$ cat src/rtl/audio_mix_pkg.sv
// Shared types and constants for the audio output mixer.
// Saturation behaviour is selected with MIXER_SATURATE_EN.
package audio_mix_pkg;

    typedef enum logic [1:0] {
        ST_IDLE  = 2'd0,
        ST_MIX   = 2'd1,
        ST_WAIT  = 2'd2,
        ST_WRITE = 2'd3
    } mix_state_t;

    localparam logic [31:0] SAT_MAX = 32'h7FFF_FFFF;
    localparam logic [31:0] SAT_MIN = 32'h8000_0000;

    function automatic int calc_div(input int clk_hz, input int sample_hz);
        return clk_hz / sample_hz;
    endfunction

endpackage

$ cat src/rtl/sample_pacer.sv
// Free-running sample-rate divider: one-cycle tick every CLK_HZ/SAMPLE_HZ clocks.
module sample_pacer
    import audio_mix_pkg::*;
#(
    parameter int CLK_HZ    = 50000000,
    parameter int SAMPLE_HZ = 48000
) (
    input  logic CLOCK_50,
    input  logic reset,
    output logic tick
);

    localparam int DIV = calc_div(CLK_HZ, SAMPLE_HZ);
    localparam int CW  = (DIV > 1) ? $clog2(DIV) : 1;
    localparam logic [CW-1:0] LAST = CW'(DIV - 1);

    logic [CW-1:0] cnt;

    always_ff @(posedge CLOCK_50 or negedge reset) begin
        if (!reset)            cnt <= '0;
        else if (cnt == LAST)  cnt <= '0;
        else                   cnt <= cnt + 1'b1;
    end

    assign tick = (cnt == LAST);

endmodule

$ cat src/rtl/audio_out_mixer.sv
// Mixes two signed sources into the codec stream at the paced sample rate.
// Define MIXER_SATURATE_EN to clamp the sum instead of wrapping it.
module audio_out_mixer
    import audio_mix_pkg::*;
#(
    parameter int CLK_HZ    = 50000000,
    parameter int SAMPLE_HZ = 48000
) (
    input  logic        CLOCK_50,
    input  logic        reset,
    input  logic [31:0] met_sound,
    input  logic        met_valid,
    input  logic [31:0] tone_sound,
    input  logic        tone_valid,
    input  logic [1:0]  gain_shift,
    input  logic        audio_out_allowed,
    output logic        write_audio_out,
    output logic [31:0] left_channel_audio_out,
    output logic [31:0] right_channel_audio_out,
    output logic [7:0]  overrun_count
);

    mix_state_t         state;
    logic               tick;
    logic [32:0]        sum33;
    logic [31:0]        reduced;
    logic signed [31:0] reduced_s;
    logic [31:0]        mixed;
    logic [31:0]        mix_q;

    sample_pacer #(
        .CLK_HZ    (CLK_HZ),
        .SAMPLE_HZ (SAMPLE_HZ)
    ) u_pacer (
        .CLOCK_50 (CLOCK_50),
        .reset    (reset),
        .tick     (tick)
    );

    // Sign-extend each source to 33 bits so the sum cannot overflow before reduction.
    always_comb begin
        sum33 = (met_valid  ? {met_sound[31],  met_sound}  : 33'd0)
              + (tone_valid ? {tone_sound[31], tone_sound} : 33'd0);
`ifdef MIXER_SATURATE_EN
        if (sum33[32] != sum33[31])
            reduced = sum33[32] ? SAT_MIN : SAT_MAX;
        else
            reduced = sum33[31:0];
`else
        reduced = sum33[31:0];
`endif
        reduced_s = $signed(reduced);
        mixed     = 32'(reduced_s >>> gain_shift);
    end

`ifndef MIXER_SATURATE_EN
    logic unused_sum_msb;
    assign unused_sum_msb = sum33[32];
`endif

    always_ff @(posedge CLOCK_50 or negedge reset) begin
        if (!reset) begin
            state           <= ST_IDLE;
            write_audio_out <= 1'b0;
            mix_q           <= '0;
            overrun_count   <= '0;
        end else begin
            // Any tick outside IDLE is a dropped sample.
            if (tick && state != ST_IDLE && overrun_count != 8'hFF)
                overrun_count <= overrun_count + 8'd1;

            case (state)
                ST_IDLE: begin
                    write_audio_out <= 1'b0;
                    if (tick && (met_valid || tone_valid))
                        state <= ST_MIX;
                end
                ST_MIX: begin
                    mix_q <= mixed;
                    state <= ST_WAIT;
                end
                ST_WAIT: begin
                    if (audio_out_allowed) begin
                        state           <= ST_WRITE;
                        write_audio_out <= 1'b1;
                    end
                end
                ST_WRITE: begin
                    write_audio_out <= 1'b0;
                    state           <= ST_IDLE;
                end
                default: begin
                    write_audio_out <= 1'b0;
                    state           <= ST_IDLE;
                end
            endcase
        end
    end

    assign left_channel_audio_out  = mix_q;
    assign right_channel_audio_out = mix_q;

endmodule

$ cat config.mk
export PLATFORM = sky130hd
export DESIGN_NAME = audio_out_mixer
export DESIGN_NICKNAME = d
export VERILOG_FILES = /design/src/rtl/audio_mix_pkg.sv /design/src/rtl/sample_pacer.sv /design/src/rtl/audio_out_mixer.sv
export SDC_FILE = /design/constraint.sdc
export NUM_CORES = 1
export LEC_CHECK = 0
export ABC_AREA = 1
export CAP_MARGIN = 20
export CORE_MARGIN = 2
export CORE_UTILIZATION = 51
export CTS_BUF_LIST = sky130_fd_sc_hd__clkbuf_4 sky130_fd_sc_hd__clkbuf_8
export CTS_CLUSTER_SIZE = 40
export DETAILED_ROUTE_END_ITERATION = 10
export GPL_TIMING_DRIVEN = 0
export PLACE_DENSITY = 0.84
export RECOVER_POWER = 25
export SYNTH_ARGS = -nofsm -noshare
export SYNTH_HDL_FRONTEND = slang
export SYNTH_SLANG_ARGS = --single-unit
$ cat constraint.sdc
create_clock -name CLOCK_50 -period 3.9 [get_ports CLOCK_50]
set_input_delay 0.585 -clock CLOCK_50 [delete_from_list [all_inputs] [get_ports CLOCK_50]]
set_output_delay 0.585 -clock CLOCK_50 [all_outputs]
set_load 0.01 [all_outputs]
# --- Word-level counts from Yosys, hierarchy flattened ---
# Cells that the tools add are included.
totals:
  register_bits: 54
  input_bits: 71
  output_inout_bits: 73
  wordCells: 34
classes:
  addsub: 3
  n_eq_ne: 7
  shifts: 1
  muxes: 8
  reduce_logical: 10
ops:
  columns: ["cell", "count"]
  rows:
  - ["2-to-1 mux 32 bit", 2]
  - ["adder 32 bit", 1]
  - [">>> shifter 32 x 2 -> 32 bit", 1]
  - ["adder 11 x 1 -> 11 bit (second input constant)", 1]
  - ["equality test 11 bit (second input constant)", 1]
  - ["2-to-1 mux 11 bit", 1]
  - ["adder 8 x 1 -> 8 bit (second input constant)", 1]
  - ["inequality test 8 bit (second input constant)", 1]
  - ["case mux 2 bit (4 select lines)", 1]
  - ["equality test 2 bit (second input constant)", 2]
  - ["2-to-1 mux 2 bit", 2]
  - ["inequality test 2 bit (second input constant)", 2]
  - ["AND reduction 2 bit", 2]
  - ["nonzero test 2 bit", 2]
  - ["logical AND 1 bit", 3]
  - ["equality test 2 x 1 -> 1 bit (second input constant)", 1]
  - ["zero test 2 bit", 1]
  - ["case mux 1 bit (2 select lines)", 1]
  - ["OR reduction 2 bit", 1]
  - ["logical OR 1 bit", 1]
  - ["2-to-1 mux 1 bit", 1]

# --- Longest topological paths before layout ---
logic_depth:
  depth_word: 4
  ltp_mapped: 18
  ltp_nobuf: 16

# --- By module ---
# Synthesis repeated with hierarchy kept, for this count alone.
hier_totals:
  cells_unflattened: 978
  hier_area_um2: 5929.4
modules_own_cells:
  columns: ["mod", "n_inst", "cells_each", "area_per_inst_um2", "seq_area_each_um2"]
  rows:
  - ["audio_out_mixer", 1, 903, 5340.1, 1076.0]
  - ["sample_pacer", 1, 75, 589.3, 275.3]

# --- Worst setup path after synthesis ---
# No wires, ideal clock.
synth_path:
  path_kind: "input-to-reg"
  startpoint: "input port tone_valid"
  endpoint: "register mix_q[17] (netlist: left_channel_audio_out[17])"
  setup_time_ps: 125
  arrival_time_ps: 2471
  required_ps: 3775
  setup_slack_ps: 1305
  path_stages: 17
  n_path_buf: 2
  path_cell_list: "clkbuf_1 > clkbuf_1 > nand2_1 > inv_1 > ha_1 > fa_1 > nand2_1 > nand2_1 > and2_4 > nand3_1 > nand3b_1 > nand2_1 > nand2_1 > nand2_1 > nand3_1 > nand3_1 > nand3_1"
synth_between:
  elab_chain_cells: 3
synth_lines:
  columns: ["element", "line_no", "source"]
  rows:
  - ["start, declared", "audio_out_mixer.sv:14", "input logic tone_valid,"]
  - ["2-to-1 mux 32 bit", "audio_out_mixer.sv:43", "+ (tone_valid ? {tone_sound[31], tone_sound} : 33'd0);"]
  - ["adder 32 bit", "audio_out_mixer.sv:43", null]
  - [">>> shifter 32 x 2 -> 32 bit", "audio_out_mixer.sv:53", "mixed = 32'(reduced_s >>> gain_shift);"]
  - ["end signal, assigned", "audio_out_mixer.sv:79", "mix_q <= mixed;"]
  - ["end, declared", "audio_out_mixer.sv:29", "logic [31:0] mix_q;"]
# No other way between the ends.
# A chain may end at the register's enable or synchronous reset.

# --- Final worst setup path ---
layout_path:
  startpoint: "input port tone_valid"
  endpoint: "register mix_q[25] (netlist: left_channel_audio_out[25])"
# Same word-level chain as after synthesis.

==> impl_results.md <==
- GPL Wtd Cong: 0.948
- ANT cells: 0
- Die Ht: 111 um
- Placed cell area: 0.00744 mm2
- Drt total wl: 15400 um
- Crit. Startpoint: tone_valid
- Pre-antenna DRT Iters: 7
- First-pass GRT wire length: 26300 um
- Port Buffers: 140
- Worst setup path class: in2reg
- Worst-path clk slew: 0.10 ns
- Worst EP arrival: 3.28 ns
- Synth Instances: 961
- XOR/XNOR Fraction of Synth Area: 0.0420
- Via count: 6167
- CTS Hold Buffers Added: 0
- Final hold vios: 0
- Post-Synth Adder-Cell Area: 0.0826
- Flops & latches, synth: 54
- Layout cells sized above 1: 0.0676
- Clock Tree Root: clkbuf_8
- Crit Reg-Reg Startpoint: state[1]
- Syn Std Cell Area: 0.00584 mm2
- Synth area leaders: dfrtp_1 23%, nand2_1 21%, inv_1 12%, nand3_1 10%, ha_1 7.9%
- Placed cell count: 1245
- Area leader, netlist: dfrtp_1
- Final Critical Period: 3.09 ns
- Post-synthesis mux area share: 0.00706
- Setup violations, final: 0
- Final cell area excluding filler cells: 0.00754 mm2
- Post-CTS sizing: 0
- Design Power: 3.17 mW
- Status: finished, violations left
- Via density: 4.92
- Pwr dens: 421 mW/mm2
- Worst-path cell chain: clkbuf_1 > clkbuf_1 > nand2_1 > inv_1 > ha_1 > fa_1 > nand2_1 > nand2_1 > nand3b_1 > nand2_1 > nand2_1 > nand2_1 > nand2_1 > nand4_1 > nand3_1 > nand3_1 > nand3_1
- Leading cell type in the layout, fill and taps excluded: nand2_1
- Peak VDD IR: 0.000382 V
- CP max FO: 10
- Area Growth Syn to Fin: 28.9%
- Initial DRC Count: 297
- CTS tree: done
- Unrepaired setup endpoints after global routing: no
- Grt total ovfl: 0
- Top-Level Pins: 144
- Post-CTS Setup Repair Bufs: 0
- Number of antenna-violating nets in the routed design: 0
- Leak pwr: 4.28 nW
- Initial antenna violation count: 0
- Fmax: 0.324 GHz
- Cts bufs inserted: 5
- Most frequent cells in the layout: 320 x nand2_1, 182 x inv_1, 139 x clkdlybuf4s50_1
- Synth Area in Simple Gates: 0.407
- Cell variety after synth: 48
- Synthesized net count: 1070
- CP max-delay cell: clkbuf_1
- Slew Limit Fails: 38
- Worst Skew: 0.00813 ns
- Clock latency on the worst-skew pair: 0.31 ns
- Share of Yosys cell area claimed by the top area cell type: 0.231
- GR Util All Layers: 0.252
- Async S/R FF share, synth: 1.00
- Initial Util: 0.516
- Setup_tns: 0 ns
- Failing checks: capacitance limit, slew limit
- Clock tree buffer depth: 2
- Worst-Margin Slew: 1.98 ns
- Nets: 1218
- Yosys warnings: 0
- Vias in the first global route: 5824
- Chip Width: 111 um
- CTS HTree Levels: 2
- Crit-path max cell delay: 0.51 ns
- Compound-gate portion of the synthesized area: 0.0544
- Register area share after synthesis: 0.231
- Routed WL per cell: 12.3 um
- Max-cap violation count: 1
- Worst Setup End Kind: flip-flop
- Startpoint Class: input port
- Rel. slew slack: -0.319
- Largest net degree at the start of global routing: 38
- Final Cycle Share: 0.791
- DRC viols: 0
- Post-synth EDFFs: 0
- Core area: 0.0113 mm2
- Rows: 39
- Crit-path most repeated cell: nand2_1
- Path category of the worst min-delay check: in2async
- Total Die Area: 0.0123 mm2
- DP Wirelength: 13000 um
- Post-Syn Area per Cell: 6.08 um2
- Fillers: 1080
- Non-Filler Instances: 1253
- Reg-to-reg slack, setup: 1.75 ns
- Critical Path RT: 4.09 ns
- Clock sinks: 54
- Main flop type after synthesis: dfrtp_1
- Main combinational cell family by area after synthesis: simple AND/OR/NAND/NOR gates
metal layers:
| metal | GRT usage | share of wire | up-vias |
|---|---|---|---|
| met5 | 0 | 0 | - |
| met4 | 0.0716 | 0.023 | 0 |
| met3 | 0.0219 | 0.060 | 30 |
| met2 | 0.437 | 0.47 | 219 |
| met1 | 0.337 | 0.45 | 2697 |
| li1 | - | - | 3221 |
final timing paths:
| kind | depth (start not counted) | end |
|---|---|---|
| max in group asynchronous | 2 | left_channel_audio_out[20] |
| setup reg to reg | 8 | left_channel_audio_out[19] |
| min in group CLOCK_50 | 1 | u_pacer.cnt[0] |
| hold / removal | 1 | left_channel_audio_out[4] |
| hold reg to reg | 1 | u_pacer.cnt[0] |
| setup / recovery | 17 | left_channel_audio_out[25] |
synth_stat cells, drive strengths merged (2+ instances only):
cell and instances:
nand4 6, xnor2 12, o211ai 5, a21o 2
clkbuf 15, and2 3, a21oi 22, nand3 124
mux2i 3, dfrtp 54, nor2 59, nor4 3
or2 3, nor3b 2, nand3b 2, nand2 332
o21ai 12, ha 37, inv 186, xor2 16
buf 39, nor3 9, o21bai 6
cell families (layout without fill, tap and decap cells):
family                   Yosys count  in the layout
adder cells (fa/ha/maj)           38             38
AND/OR/NAND/NOR                  543            543
multiplexers                       4              4
XOR/XNOR                          28             28
AO/OA/AOI/OAI                     53             53
flip-flops                        54             54
buffers and inverters            241            390
critical path, delay by kind of cell:
family                     cells  cell delay, ns
and+or+nand+nor               12            1.28
buffers and inverters          3            0.99
adders and majority gates      2            0.40
registers in the layout, indices dropped and copies added (netlist names):
name / count
u_pacer.cnt: 11
state: 2
left_channel_audio_out: 32
overrun_count: 8
write_audio_out: 1
power by group:
part	switching, mW	internal [mW]
logic	0.846	1.04
registers	0.159	0.738
clock network	0.190	0.199
through the flow:
stage / hold slack, ns / utilization / worst slack, ns
2_1_floorplan: 0.289 / - / 1.30
3_3_place_gp: 0.454 / 0.656 / 0.581
3_5_place_dp: 0.459 / 0.657 / 0.533
4_1_cts: 0.212 / 0.667 / 0.866
5_1_grt: 0.470 / 0.666 / 0.573
6_report: 0.384 / 0.666 / 0.814
cell type report:
| class | count | area, um2 | share of cell area |
|---|---|---|---|
| tap | 143 | 179 | 0.0237 |
| timing repair buffer | 141 | 1400 | 0.186 |
| clock inverter | 2 | 37.5 | 0.00498 |
| multi-input combinational | 666 | 3470 | 0.460 |
| buffer | 54 | 325 | 0.0432 |
| inverter | 187 | 702 | 0.0931 |
| clock buffer | 6 | 76.3 | 0.0101 |
| sequential | 54 | 1350 | 0.179 |
No activity file was read; power rests on OpenSTA's default activity.
